==> config.mk <==
export PLATFORM = sky130hd
export DESIGN_NAME = mod_sub_pipe
export DESIGN_NICKNAME = d
export VERILOG_FILES = /design/src/rtl/mod_arith_pkg.sv /design/src/rtl/mod_pipe_slice.sv /design/src/rtl/mod_sub_pipe.sv
export SDC_FILE = /design/constraint.sdc
export NUM_CORES = 1
export LEC_CHECK = 0
export CORE_ASPECT_RATIO = 0.7
export CORE_MARGIN = 8
export CORE_UTILIZATION = 45
export CTS_CLUSTER_SIZE = 8
export DETAILED_ROUTE_END_ITERATION = 16
export PLACE_DENSITY = 0.69
export SLEW_MARGIN = 15
export SYNTH_ARGS = -nofsm -noshare
export SYNTH_HDL_FRONTEND = slang
export SYNTH_HIERARCHICAL = 1
export SYNTH_SLANG_ARGS = --single-unit
==> constraint.sdc <==
create_clock -name clk_i -period 3 [get_ports clk_i]
set_clock_uncertainty 0.1 [all_clocks]
set_input_delay 0.3 -clock clk_i [delete_from_list [all_inputs] [get_ports clk_i]]
set_output_delay 0.3 -clock clk_i [all_outputs]
set_load 0.01 [all_outputs]
==> src/rtl/mod_arith_pkg.sv <==
// Shared modular-arithmetic constants and types for the NTT/INTT datapath.
// Used by mod_add and mod_sub_pipe.
package mod_arith_pkg;

    localparam int unsigned Q_WIDTH = 23;

    localparam logic [Q_WIDTH-1:0] DILITHIUM_Q = 23'd8380417;

    typedef logic [Q_WIDTH-1:0] coeff_t;

endpackage

==> src/rtl/mod_pipe_slice.sv <==
// Generic valid/ready register slice: one payload register with full-throughput
// handshake. Loads whenever empty or when the downstream consumer takes the current word.
module mod_pipe_slice #(
    parameter int unsigned Width = 8
) (
    input  logic             clk_i,
    input  logic             rst_i,
    input  logic             valid_i,
    output logic             ready_o,
    input  logic [Width-1:0] data_i,
    output logic             valid_o,
    input  logic             ready_i,
    output logic [Width-1:0] data_o
);

    logic             valid_q;
    logic [Width-1:0] data_q;
    logic             load;

    assign load    = !valid_q || ready_i;
    assign ready_o = load;
    assign valid_o = valid_q;
    assign data_o  = data_q;

    // Payload only updates on an actual transfer so the output word stays put
    // while the slice is empty or stalled.
    always_ff @(posedge clk_i) begin
        if (rst_i) begin
            valid_q <= 1'b0;
            data_q  <= '0;
        end else if (load) begin
            valid_q <= valid_i;
            if (valid_i) begin
                data_q <= data_i;
            end
        end
    end

endmodule

==> src/rtl/mod_sub_pipe.sv <==
// Two-stage streaming modular subtractor c = (a - b) mod q with valid/ready on both sides.
// Optional operand range check (err_o) enabled by defining MOD_SUB_RANGE_CHK_EN.
module mod_sub_pipe
    import mod_arith_pkg::*;
#(
    parameter int unsigned W = Q_WIDTH
) (
    input  logic         clk_i,
    input  logic         rst_i,
    input  logic         in_valid_i,
    output logic         in_ready_o,
    input  logic [W-1:0] a_i,
    input  logic [W-1:0] b_i,
    input  logic [W-1:0] q_i,
    output logic         out_valid_o,
    input  logic         out_ready_i,
`ifdef MOD_SUB_RANGE_CHK_EN
    output logic         err_o,
`endif
    output logic [W-1:0] c_o
);

`ifdef MOD_SUB_RANGE_CHK_EN
    localparam int unsigned ErrW = 1;
`else
    localparam int unsigned ErrW = 0;
`endif

    localparam int unsigned S1W = ErrW + W + W + 1;
    localparam int unsigned S2W = ErrW + W;

    logic [W:0]     d1_in;
    logic [S1W-1:0] s1_in;
    logic [S1W-1:0] s1_out;
    logic           s1_valid;
    logic           s1_ready;

    logic [W:0]     d1;
    logic [W-1:0]   q1;
    logic           borrow;
    logic [W-1:0]   c2_in;
    logic [S2W-1:0] s2_in;
    logic [S2W-1:0] s2_out;
    logic           s2_ready;
    logic           s2_valid;

    // Stage 1 input: raw difference with the borrow kept in the extra MSB.
    assign d1_in = {1'b0, a_i} - {1'b0, b_i};

`ifdef MOD_SUB_RANGE_CHK_EN
    logic e1_in;
    logic e1;
    logic e2;

    assign e1_in = (a_i >= q_i) || (b_i >= q_i);
    assign s1_in = {e1_in, q_i, d1_in};
    assign {e1, q1, d1} = s1_out;
`else
    assign s1_in = {q_i, d1_in};
    assign {q1, d1} = s1_out;
`endif

    mod_pipe_slice #(
        .Width (S1W)
    ) u_s1 (
        .clk_i   (clk_i),
        .rst_i   (rst_i),
        .valid_i (in_valid_i),
        .ready_o (s1_ready),
        .data_i  (s1_in),
        .valid_o (s1_valid),
        .ready_i (s2_ready),
        .data_o  (s1_out)
    );

    // Adding q back on a borrow wraps exactly into [0, q) because a, b < q.
    assign borrow = d1[W];
    assign c2_in  = borrow ? (d1[W-1:0] + q1) : d1[W-1:0];

`ifdef MOD_SUB_RANGE_CHK_EN
    assign s2_in = {e1, c2_in};
`else
    assign s2_in = c2_in;
`endif

    mod_pipe_slice #(
        .Width (S2W)
    ) u_s2 (
        .clk_i   (clk_i),
        .rst_i   (rst_i),
        .valid_i (s1_valid),
        .ready_o (s2_ready),
        .data_i  (s2_in),
        .valid_o (s2_valid),
        .ready_i (out_ready_i),
        .data_o  (s2_out)
    );

    assign in_ready_o  = !rst_i && s1_ready;
    assign out_valid_o = s2_valid;

`ifdef MOD_SUB_RANGE_CHK_EN
    assign {e2, c_o} = s2_out;
    assign err_o     = e2 && s2_valid;
`else
    assign c_o = s2_out;
`endif

endmodule

# Word level (Yosys, flattened, before mapping)

Cells that the tools add are included.
Widths: inputs -> output; s select.

Output and inout bits: 25
Logic and storage cells: 15
Input port bits: 73
Register bits: 72

Reductions and logical operators: 8
Mux-type cells: 1
Add/subtract/negate cells: 2

Operators with widths:

| operator          | count |
|---|---|
| $sub 23x23->24    | 1 |
| $add 23x23->23    | 1 |
| $mux 23           | 1 |
| $reduce_and 2->1  | 2 |
| $logic_not 1->1   | 3 |
| $logic_or 1x1->1  | 2 |
| $logic_and 1x1->1 | 1 |

# Depth between registers and ports, before layout

Gate-level depths: netlist of the first run.

Depth in word-level cells: 4
Mapped depth: 12
Mapped depth without buffers: 12

# Modules after synthesis

Netlist of the first run, hierarchy kept.

Modules (own cells, without submodules):

| module                 | sequential area each (sq um) | cells an instance | area an instance (sq um) | instances |
|---|---|---|---|---|
| mod_sub_pipe           | 0.0                          | 386               | 2721.4                   | 1 |
| mod_pipe_slice at u_s1 | 960.9                        | 219               | 2549.9                   | 1 |
| mod_pipe_slice at u_s2 | 480.5                        | 108               | 1074.8                   | 1 |

# Worst setup path after synthesis of the first run

No wires, ideal clock.

Path kind: input-to-reg
Start point: input port a_i[0]
End point: register u_s1.data_q[20] (netlist: u_s1/data_o[20])
Path slack: 0.437 ns
Cell stages on the path: 12
Required time: 2.829 ns
Data arrival time: 2.392 ns
Buffers on the path: 0
Setup time: 0.071 ns
Path through: inv_1 > ha_1 > fa_1 > nand2b_1 > a21oi_2 > o2111ai_2 > a21o_2 > a21o_2 > a211o_1 > o211ai_1 > nand3_2 > a21oi_2

Word-level cells in the longest chain between the ends: 1

Ends and longest elaborated chain:

| item                 | line                 | RTL |
|---|---|---|
| from (decl)          | mod_sub_pipe.sv:12   | `input logic [W-1:0] a_i,` |
| $sub 23x23->24       | mod_sub_pipe.sv:48   | `assign d1_in = {1'b0, a_i} - {1'b0, b_i};` |
| net d1_in[20]        | mod_sub_pipe.sv:32   | `logic [W:0] d1_in;` |
| to (signal assigned) | mod_pipe_slice.sv:34 | `data_q <= data_i;` |
| to (decl)            | mod_pipe_slice.sv:17 | `logic [Width-1:0] data_q;` |

The timed path passes the listed nets, and every way through them passes these cells.
A chain may end at the register's enable or synchronous reset.

# Worst setup path after layout of the first run

Ends and elaborated chain as after synthesis.

==> metrics.cfg, run 1 <==
[grt]
grt_pass1_wl_um = 26300
grtUsageTotal_pct = 17.4
antenna_found_initial = 0
grt_max_degree = 96
grt_overflow = 0
grt_pass1_vias = 5507

[sta]
relSlewSlack_pct = 30.5
rsz0062_at_grt = no
finalSetupViolations = 0
min_period_ns = 2.86
setup_slack_ns = 0.138
slew_viol_final = 0
worst_pin_slew_ns = 1.04
fin_crit_sh_pct = 95.4
finalSetupTns_ns = 0
final_hold_viol_count = 0
max_freq_ghz = 0.349
holdWs_ns = 0.435

[clock_tree]
htreeDepth = 3
cts.sinks = 72
clk_latency_ns = 0.33
cts_tree = yes
clock-root-buffer = clkbuf_16
clk_pin_slew_ns = 0.06
cts_buffers = 9
holdBufCountCts = 0
clockBufferDepth = 2

[critical_path]
worstSetupPathType = in -> reg
arrival_ns = 3.02
timing.rr.start = u_s1/data_o[8]
cp-end-kind = register
crit_chain = clkdlybuf4s50_1 > inv_1 > ha_1 > fa_1 > nand2b_4 > a21oi_2 > o2111ai_2 > a21o_2 > a21o_2 > a211o_1 > o211ai_1 > nand3_2 > a21oi_2
r2r_end = u_s2/data_o[19]
rrSetupSlack_ns = 0.27
slowest_delay_ns = 0.45
start_kind = input pin
crit_path_top_delay_cell = clkdlybuf4s50_1
worstPathRequired_ns = 3.16
worst_r2r_path_depth = 9
crit_fanout = 4

[logic_synthesis]
netlist_area_um2 = 6350
syn_inst = 713
synth_top_area_cell = dfxtp_1
synth_cell_types = 73
synth.most_common_cell = dfxtp_1
yosysSeqAreaShare_pct = 22.7
yosysWarnings = 6
synth_top_area_share_pct = 22.7
synthesis.nets = 833
yosys-top-cells-area = dfxtp_1 (23%), a21bo_1 (11%), ha_1 (8.9%)
syn_area_per_cell_um2 = 8.90
synth-main-ff-cell = dfxtp_1
synth_edf_count = 0
async_reset_ff_share_pct = 0
ys_ff_latch = 72
yosys-top-cells-count = dfxtp_1 (72), a21bo_1 (69), a21oi_1 (58), a21oi_2 (51)

[cells_and_area]
fillCellCount = 1325
drive_above_1_share_pct = 19.5
fin_area_um2 = 7620
final_util_pct = 55.1
final_cells = 986
syn_to_final_growth_pct = 20.1
diodes = 0
fin_nets = 912

[placement]
gp_congestion = 0.838
dp_cells = 970
port_buffers = 97
dp_slack_ns = -0.226
dp_hpwl_um = 11400
postPlaceCellArea_um2 = 7320

[drt]
drc = 0
drt_iter0_drc = 300
wl_um = 15700
via_per_inst = 5.49
firstDrtPassIters = 4
wl_per_cell_um = 15.9
dr_total_vias = 5414
ant_nets = 0

[pwr]
power_mw = 2.98
leakagePower_nw = 3.24
ir_worst_vdd_uv = 245
powerDensity_nw_per_um2 = 391

[die]
core-area_um2 = 13800
dieArea_um2 = 18200
rows = 36
die_x_um = 158
design.portCount = 98
start_util_pct = 45.9
die_y_um = 115

[min_path]
worstHoldPathType = in -> reg
hold_end = u_s1/data_o[43]
min-delay-start = q_i[19]
hold-path-cell-count = 3

[status]
status = finished, final reports clean

[flow_run]
cap_violations = 0

-- power breakdown --
part           leakage, nW  internal, mW  switching (mW)  total, mW
clock                0.132         0.577           0.396      0.972
sequential           0.590          1.02          0.0528       1.08
combinational         2.52         0.458           0.476      0.934
-- how the worst max path moves through the flow --
stage | end | cells after the start | slack, ns | from
global placement | u_s1/data_o[20] | 13 | -0.14 | a_i[0]
CTS | u_s1/data_o[20] | 13 | 0.12 | a_i[0]
detailed placement | u_s1/data_o[20] | 13 | -0.23 | a_i[0]
global route | u_s1/data_o[21] | 12 | 0.005 | b_i[1]
finish | u_s1/data_o[20] | 13 | 0.14 | a_i[0]
floorplan | u_s1/data_o[20] | 12 | 0.44 | a_i[0]
-- area by class of cell --
| class | instances | area, µm² | share of cell area [%] |
|---|---|---|---|
| Clock inverter | 3 | 18.8 | 0.246 |
| Sequential cell | 72 | 1440 | 18.9 |
| Inverter | 45 | 169 | 2.22 |
| Tap cell | 190 | 238 | 3.12 |
| Timing Repair Buffer | 118 | 1150 | 15.1 |
| Clock buffer | 12 | 246 | 3.23 |
| Multi-Input combinational cell | 546 | 4360 | 57.2 |
-- placed cells by master, fill, tap and decap left out, drive strengths merged, types with 16 or more instances in the layout --
master	instances
nand3	78
dfxtp	72
xnor2	16
o21ai	23
clkdlybuf4s50	95
nand2	29
buf	23
a21bo	70
a21oi	109
ha	45
inv	45
nor2	23
a21o	33
-- cells by family (layout without fill, tap and decap cells) --
group	count (synthesis)	after routing	synth area share [%]
AND/OR/NAND/NOR	175	175	17.3
flip-flops	72	72	22.7
AO/OA/AOI/OAI	285	285	35.6
multiplexers	12	12	2.05
adder cells (fa/ha/maj)	47	47	9.50
XOR/XNOR	27	27	3.73
buffers and inverters	95	178	9.07
-- state kept, by name, summed over array words and instances (netlist names) --
name          cells
u_s1/data_o      47
u_s1/valid_o      1
u_s2/data_o      23
u_s2/valid_o      1
-- routing by layer --
layer	part of all wire (%)	routed length (µm)	vias up	track usage [%]
met5	0	0	-	0
met4	0.95	148	0	3.57
met3	4.0	623	13	3.72
met2	45	7050	89	28.0
met1	50	7840	2573	23.5
li1	-	-	2739	-
-- critical path, delay by kind of cell --
kind | cells | cell delay, ns
buffers and inverters | 2 | 0.49
AO/OA/AOI/OAI | 7 | 1.35
adder cells (fa/ha/maj) | 2 | 0.60
AND/OR/NAND/NOR | 2 | 0.27
-- timing repair --
action,in CTS,in global routing
resized for setup,0,4
buffers inserted,0,1
endpoints found under the setup margin,0,6
No activity file was read; power rests on OpenSTA's default activity.
==> run 2: changes to the inputs <==
Settings changed: CAP_MARGIN set to 0, HOLD_SLACK_MARGIN set to 0.06.
==> results of run 2 <==
No change in the layout: final DEF, timing and power equal those of run 1.
==> run 3: changes to the inputs <==
Settings changed: SLEW_MARGIN 15 to 20.
==> results of run 3 <==
No change in the layout: final DEF, timing and power equal those of run 1.
